File: src/rtl/dbus_arbiter_pkg.sv
// Shared data-bus types for the arbiter and its requesters.
// Request/response bundles and the arbiter FSM state encoding.
package dbus_arbiter_pkg;

   typedef enum logic [1:0] {
      MSIZE1,
      MSIZE2,
      MSIZE4,
      MSIZE8
   } msize_t;

   typedef struct packed {
      logic        valid;
      logic [63:0] addr;
      msize_t      size;
      logic [7:0]  strobe;
      logic [63:0] data;
   } dbus_req_t;

   typedef struct packed {
      logic        addr_ok;
      logic        data_ok;
      logic [63:0] data;
   } dbus_resp_t;

   typedef enum logic {
      IDLE,
      BUSY
   } arb_state_t;

endpackage

File: src/rtl/dbus_arbiter.sv
// Two-port data-bus arbiter: memory stage (port 0) and a secondary
// requester (port 1) share one downstream bus, one transaction at a time.
module dbus_arbiter
   import dbus_arbiter_pkg::*;
#(
   parameter bit RR_ENABLE = 1'b1
) (
   input  logic       clk,
   input  logic       reset,
   input  dbus_req_t  dreq0,
   output dbus_resp_t dresp0,
   input  dbus_req_t  dreq1,
   output dbus_resp_t dresp1,
   output dbus_req_t  dreq,
   input  dbus_resp_t dresp,
   output logic       busy
);

   arb_state_t state;
   arb_state_t nextState;
   logic       grantIdx;
   logic       ptr;
   dbus_req_t  reqLatch;
   logic       selIdx;
   logic       anyValid;
   logic       accept;
   logic       finish;

   assign anyValid = dreq0.valid | dreq1.valid;
   assign accept   = (state == IDLE) & anyValid;
   assign finish   = (state == BUSY) & dresp.data_ok;
   assign busy     = (state == BUSY);

   // Pick the winning port; the pointer only matters on a tie.
   always_comb begin
      selIdx = 1'b0;
      unique case (1'b1)
         (dreq0.valid & dreq1.valid):
            selIdx = RR_ENABLE ? ptr : 1'b0;
         (!dreq0.valid & dreq1.valid):
            selIdx = 1'b1;
         default:
            selIdx = 1'b0;
      endcase
   end

   // FSM state register.
   always_ff @(posedge clk) begin
      if (reset) begin
         state <= IDLE;
      end else begin
         state <= nextState;
      end
   end

   // Grant index, tie-break pointer and the frozen request copy.
   always_ff @(posedge clk) begin
      if (reset) begin
         grantIdx <= 1'b0;
         ptr      <= 1'b0;
         reqLatch <= '0;
      end else begin
         if (accept) begin
            grantIdx <= selIdx;
            reqLatch <= selIdx ? dreq1 : dreq0;
         end
         if (finish) begin
            ptr <= ~grantIdx;
         end
      end
   end

   // Next state, downstream request and response steering.
   always_comb begin
      nextState = state;
      dreq      = '0;
      dresp0    = '0;
      dresp1    = '0;
      unique case (state)
         IDLE: begin
            if (anyValid) begin
               nextState = BUSY;
            end
         end
         BUSY: begin
            dreq       = reqLatch;
            dreq.valid = 1'b1;
            if (grantIdx) begin
               dresp1.addr_ok = dresp.addr_ok;
               dresp1.data_ok = dresp.data_ok;
               dresp1.data    = dresp.data_ok ? dresp.data : '0;
            end else begin
               dresp0.addr_ok = dresp.addr_ok;
               dresp0.data_ok = dresp.data_ok;
               dresp0.data    = dresp.data_ok ? dresp.data : '0;
            end
            if (dresp.data_ok) begin
               nextState = IDLE;
            end
         end
         default: begin
            nextState = IDLE;
         end
      endcase
   end

endmodule

File: config.mk
export PLATFORM = sky130hd
export DESIGN_NAME = dbus_arbiter
export DESIGN_NICKNAME = d
export VERILOG_FILES = /design/src/rtl/dbus_arbiter_pkg.sv /design/src/rtl/dbus_arbiter.sv
export SDC_FILE = /design/constraint.sdc
export NUM_CORES = 1
export LEC_CHECK = 0
export CORE_AREA = 2 2 240 242
export CTS_BUF_LIST = sky130_fd_sc_hd__clkbuf_4
export DETAILED_ROUTE_END_ITERATION = 12
export DIE_AREA = 0 0 242 244
export GPL_TIMING_DRIVEN = 0
export HOLD_SLACK_MARGIN = 0.05
export PLACE_DENSITY_LB_ADDON = 0.05
export SYNTH_ARGS = -nofsm -noshare
export SYNTH_HDL_FRONTEND = slang
export SYNTH_SLANG_ARGS = --single-unit
export TNS_END_PERCENT = 20
File: constraint.sdc
create_clock -name clk -period 3.8 [get_ports clk]
set_clock_uncertainty 0.1 [all_clocks]
set_input_delay 0.38 -clock clk [delete_from_list [all_inputs] [get_ports clk]]
set_output_delay 0.38 -clock clk [all_outputs]
set_load 0.03 [all_outputs]
==> metrics.md <==
| Metric | Value |
|---|---|
| Post-synth EDFFs | `0` |
| Highest achievable clock rate | `285.1 MHz` |
| Seq. cell area | `~0.0028 mm2` |
| Total negative setup slack | `0 ns` |
| DRT iter0 DRCs | `432` |
| Relative slew slack | `32.18%` |
| Layout cells sized above 1 | `under 10%` |
| Ranking of synthesized cells by area | `dfxtp_1, and2_1, a311oi_1, nand3_1, o21ai_0` |
| Area of the mapped netlist | `0.008466 mm2` |
| Power share of the clock group | `23.7%` |
| Final critical-path share of the clock period | `~92%` |
| CTS Buf Count | `17` |
| Fin util | `30.46%` |
| Internal Pwr Total | `2934 uW` |
| P_sw | `roughly 1700 uW` |
| Most common cell in the synthesized netlist | `and2_1` |
| Routed via count | `11450` |
| Net Sw Frac | `around 37%` |
| First-pass GRT wire length | `around 86 mm` |
| Adder-cell share of the synthesized area | `0%` |
| Crit. End Element | `primary output` |
| Combinational share of power | `about two fifths` |
| Worst EP required | `roughly 3.3 ns` |
| Worst reg-to-reg path cell count | `7` |
| Power per Cell Area | `about 270 mW/mm2` |
| Final hold violations | `0` |
| I/O pin total | `roughly 620` |
| Final wirelength | `just over 60 mm` |
| Sequential power share | `a little over a third` |
| Yosys cell types | `26` |
| GPL Wtd Cong | `slightly above 0.9` |
| Mux cell area share after synthesis | `0%` |
| # fillers | `6169` |
| Tmin final | `between 3 and 4 ns` |
| Simple-Gate Fraction of Synth Area | `approximately a third` |
| Combinational family with the most area after synthesis | `simple AND/OR/NAND/NOR gates` |
| Synth Net Count | `approximately 1500` |
| HP Class | `in2reg` |
| Routed Antenna Nets | `0` |
| Ys flop type | `dfxtp_1` |
| Worst setup SP type | `flip-flop` |
| Hold Path Stages | `4` |
| Effective utilization at floorplan | `roughly 15%` |
| Drt drc | `0` |
| Cell Area, Placed | `between 0.015 and 0.02 mm2` |
| GRT Residual Overflow | `0` |
| Top-area cell type share of the netlist area | `around a third` |
| Setup CP Type | `reg2out` |
| Core area | `between 0.05 and 0.06 mm2` |
| Clock root cell | `clkbuf_4` |
| Gr usage total | `between 20 and 25%` |
| Avg WL per Cell | `roughly 23 um` |
| Syn Inst Count | `1114` |
| Largest net degree at the start of global routing | `20` |
| Post-synthesis compound-gate area fraction | `between 20% and 30%` |
| H-tree levels | `4` |
| FP Rows | `87` |
| Final Worst Setup Slack | `0.2928 ns` |
| Clock Latency Late Sink | `0.69 ns` |
| CTS sink count | `141` |
| Initial antenna violation count | `19` |
| Place WS | `between 0.009 and 0.01 ns` |
| Worst ir drop on vdd | `0.1830 mV` |
| Ys Warns | `0` |
| Die W | `242 um` |
| Die height | `roughly 240 um` |
| Yosys top cell by area | `dfxtp_1` |
| Average instance area after synthesis | `around 7.6 um2` |
| Vias in the first global route | `~12000` |
| Die area | `0.05905 mm2` |
| Leakage power | `approximately 0.006 uW` |
| Worst-Margin Slew | `just over 1 ns` |
| CTS tree | `yes` |
| Pre-antenna DRT Iters | `4` |
| Finish-stage setup viols | `0` |
| Synth top cells by count | `and2_1, dfxtp_1, nor2_1, nand3_1, o21ai_0` |
| I/O Buffers | `about 600` |
| Yosys reg bits | `141` |
| Unrepaired setup endpoints after global routing | `yes` |
| Final #Nets | `about 2200` |
| Final Cell Area | `between 0.015 and 0.02 mm2` |
| Arrival time at the worst endpoint | `slightly above 3 ns` |
| Post-synthesis xor/xnor area fraction | `0%` |
| Vias per cell | `about 4.3` |
| Status | `complete, no violations` |
| Crit path max fanout | `10` |
| Clk buf depth | `2` |
| Max cap viols | `0` |
| Synth async-reset ratio | `0%` |
| Dpl hpwl | `just under 50 mm` |
| Seq/Total Area, Yosys | `around 33%` |
| Clock Pin Slew Worst Setup and Hold Paths | `approximately 0.14 ns` |
| Fin. max-slew vios | `0` |
| Layout area overhead | `102.1%` |
| Area of the multi-input gates | `0.004976 mm2` |
cells by family after synthesis:
group,Yosys count
and+or+nand+nor,552
AOI/OAI and AO/OA,280
DFF,141
buffers and inverters,141
state kept, by name, indices dropped and copies added, names as in the netlist:
name / count
reqLatch: 138
grantIdx: 1
busy: 1
ptr: 1
critical path, cell delays in order (launching register included):
cell	delay [ns]
dfxtp_1	0.42
nand2_1	0.10
nor2_1	0.14
buf_2	0.32
clkbuf_1	0.35
and2_1	0.28
clkdlybuf4s50_1	0.70
final timing paths:
check / startpoint / to / slack (ns)
worst max-delay path: busy / dresp1[55] / 0.29
worst min-delay path: dreq1[138] / reqLatch[122] / 0.15
worst max register to register: busy / reqLatch[54] / 1.24
worst min register to register: reqLatch[84] / reqLatch[84] / 0.40
through the flow:
| stage | hold WS [ns] | std cells | power, uW |
|---|---|---|---|
| floorplan | 0.3718 | 1114 | 2531 |
| global placement | 0.3811 | 2485 | 3453 |
| detailed placement | 0.3862 | 2485 | 3453 |
| CTS | 0.05004 | 2639 | 4724 |
| global route | 0.06712 | 2647 | 4901 |
| finish | 0.1492 | 2651 | 4633 |
power by group through the flow:
stage	logic [uW]	registers (uW)	clock network (uW)
CTS	1870	1700	1160
finish	1840	1700	1100
global placement	1730	1720	0
floorplan	822	1710	0
global route	1970	1710	1210
detailed placement	1720	1730	0
routing by layer:
metal,vias up,track usage (%),part of all wire (%)
li1,5480,-,-
met1,5490,23.28,41
met2,410,35.49,51
met3,48,6.804,7.3
met4,18,4.666,1.0
met5,-,0,0.20
area by class of cell:
cell class	instances	share of cell area, %
Multi-Input combinational cell	832	29.08
Tap cell	756	5.528
Timing Repair Buffer	738	43.17
Antenna cell	12	0.1755
Clock inverter	10	0.6727
Buffer	138	3.868
Sequential cell	141	16.50
Clock buffer	22	0.9652
Inverter	2	0.04387
repair_timing:
action | 4_1_cts | 5_1_grt
buffers inserted | 0 | 0
hold endpoints to repair | 77 | 0
gates resized for setup | 4 | 2
setup endpoints to repair | 127 | 11
hold buffers | 123 | 0
layout by cell type (no fill, tap or decap), drive strengths merged, types with 3 or more instances in the layout:
| cell | n |
|---|---|
| clkdlybuf4s50 | 615 |
| clkinv | 6 |
| diode | 12 |
| nor2 | 140 |
| a311oi | 138 |
| o21ai | 138 |
| inv | 3 |
| dfxtp | 141 |
| nand3 | 138 |
| dlygate4sd3 | 123 |
| and2 | 266 |
| buf | 50 |
| clkbuf | 110 |
No activity file was read; power rests on OpenSTA's default activity.
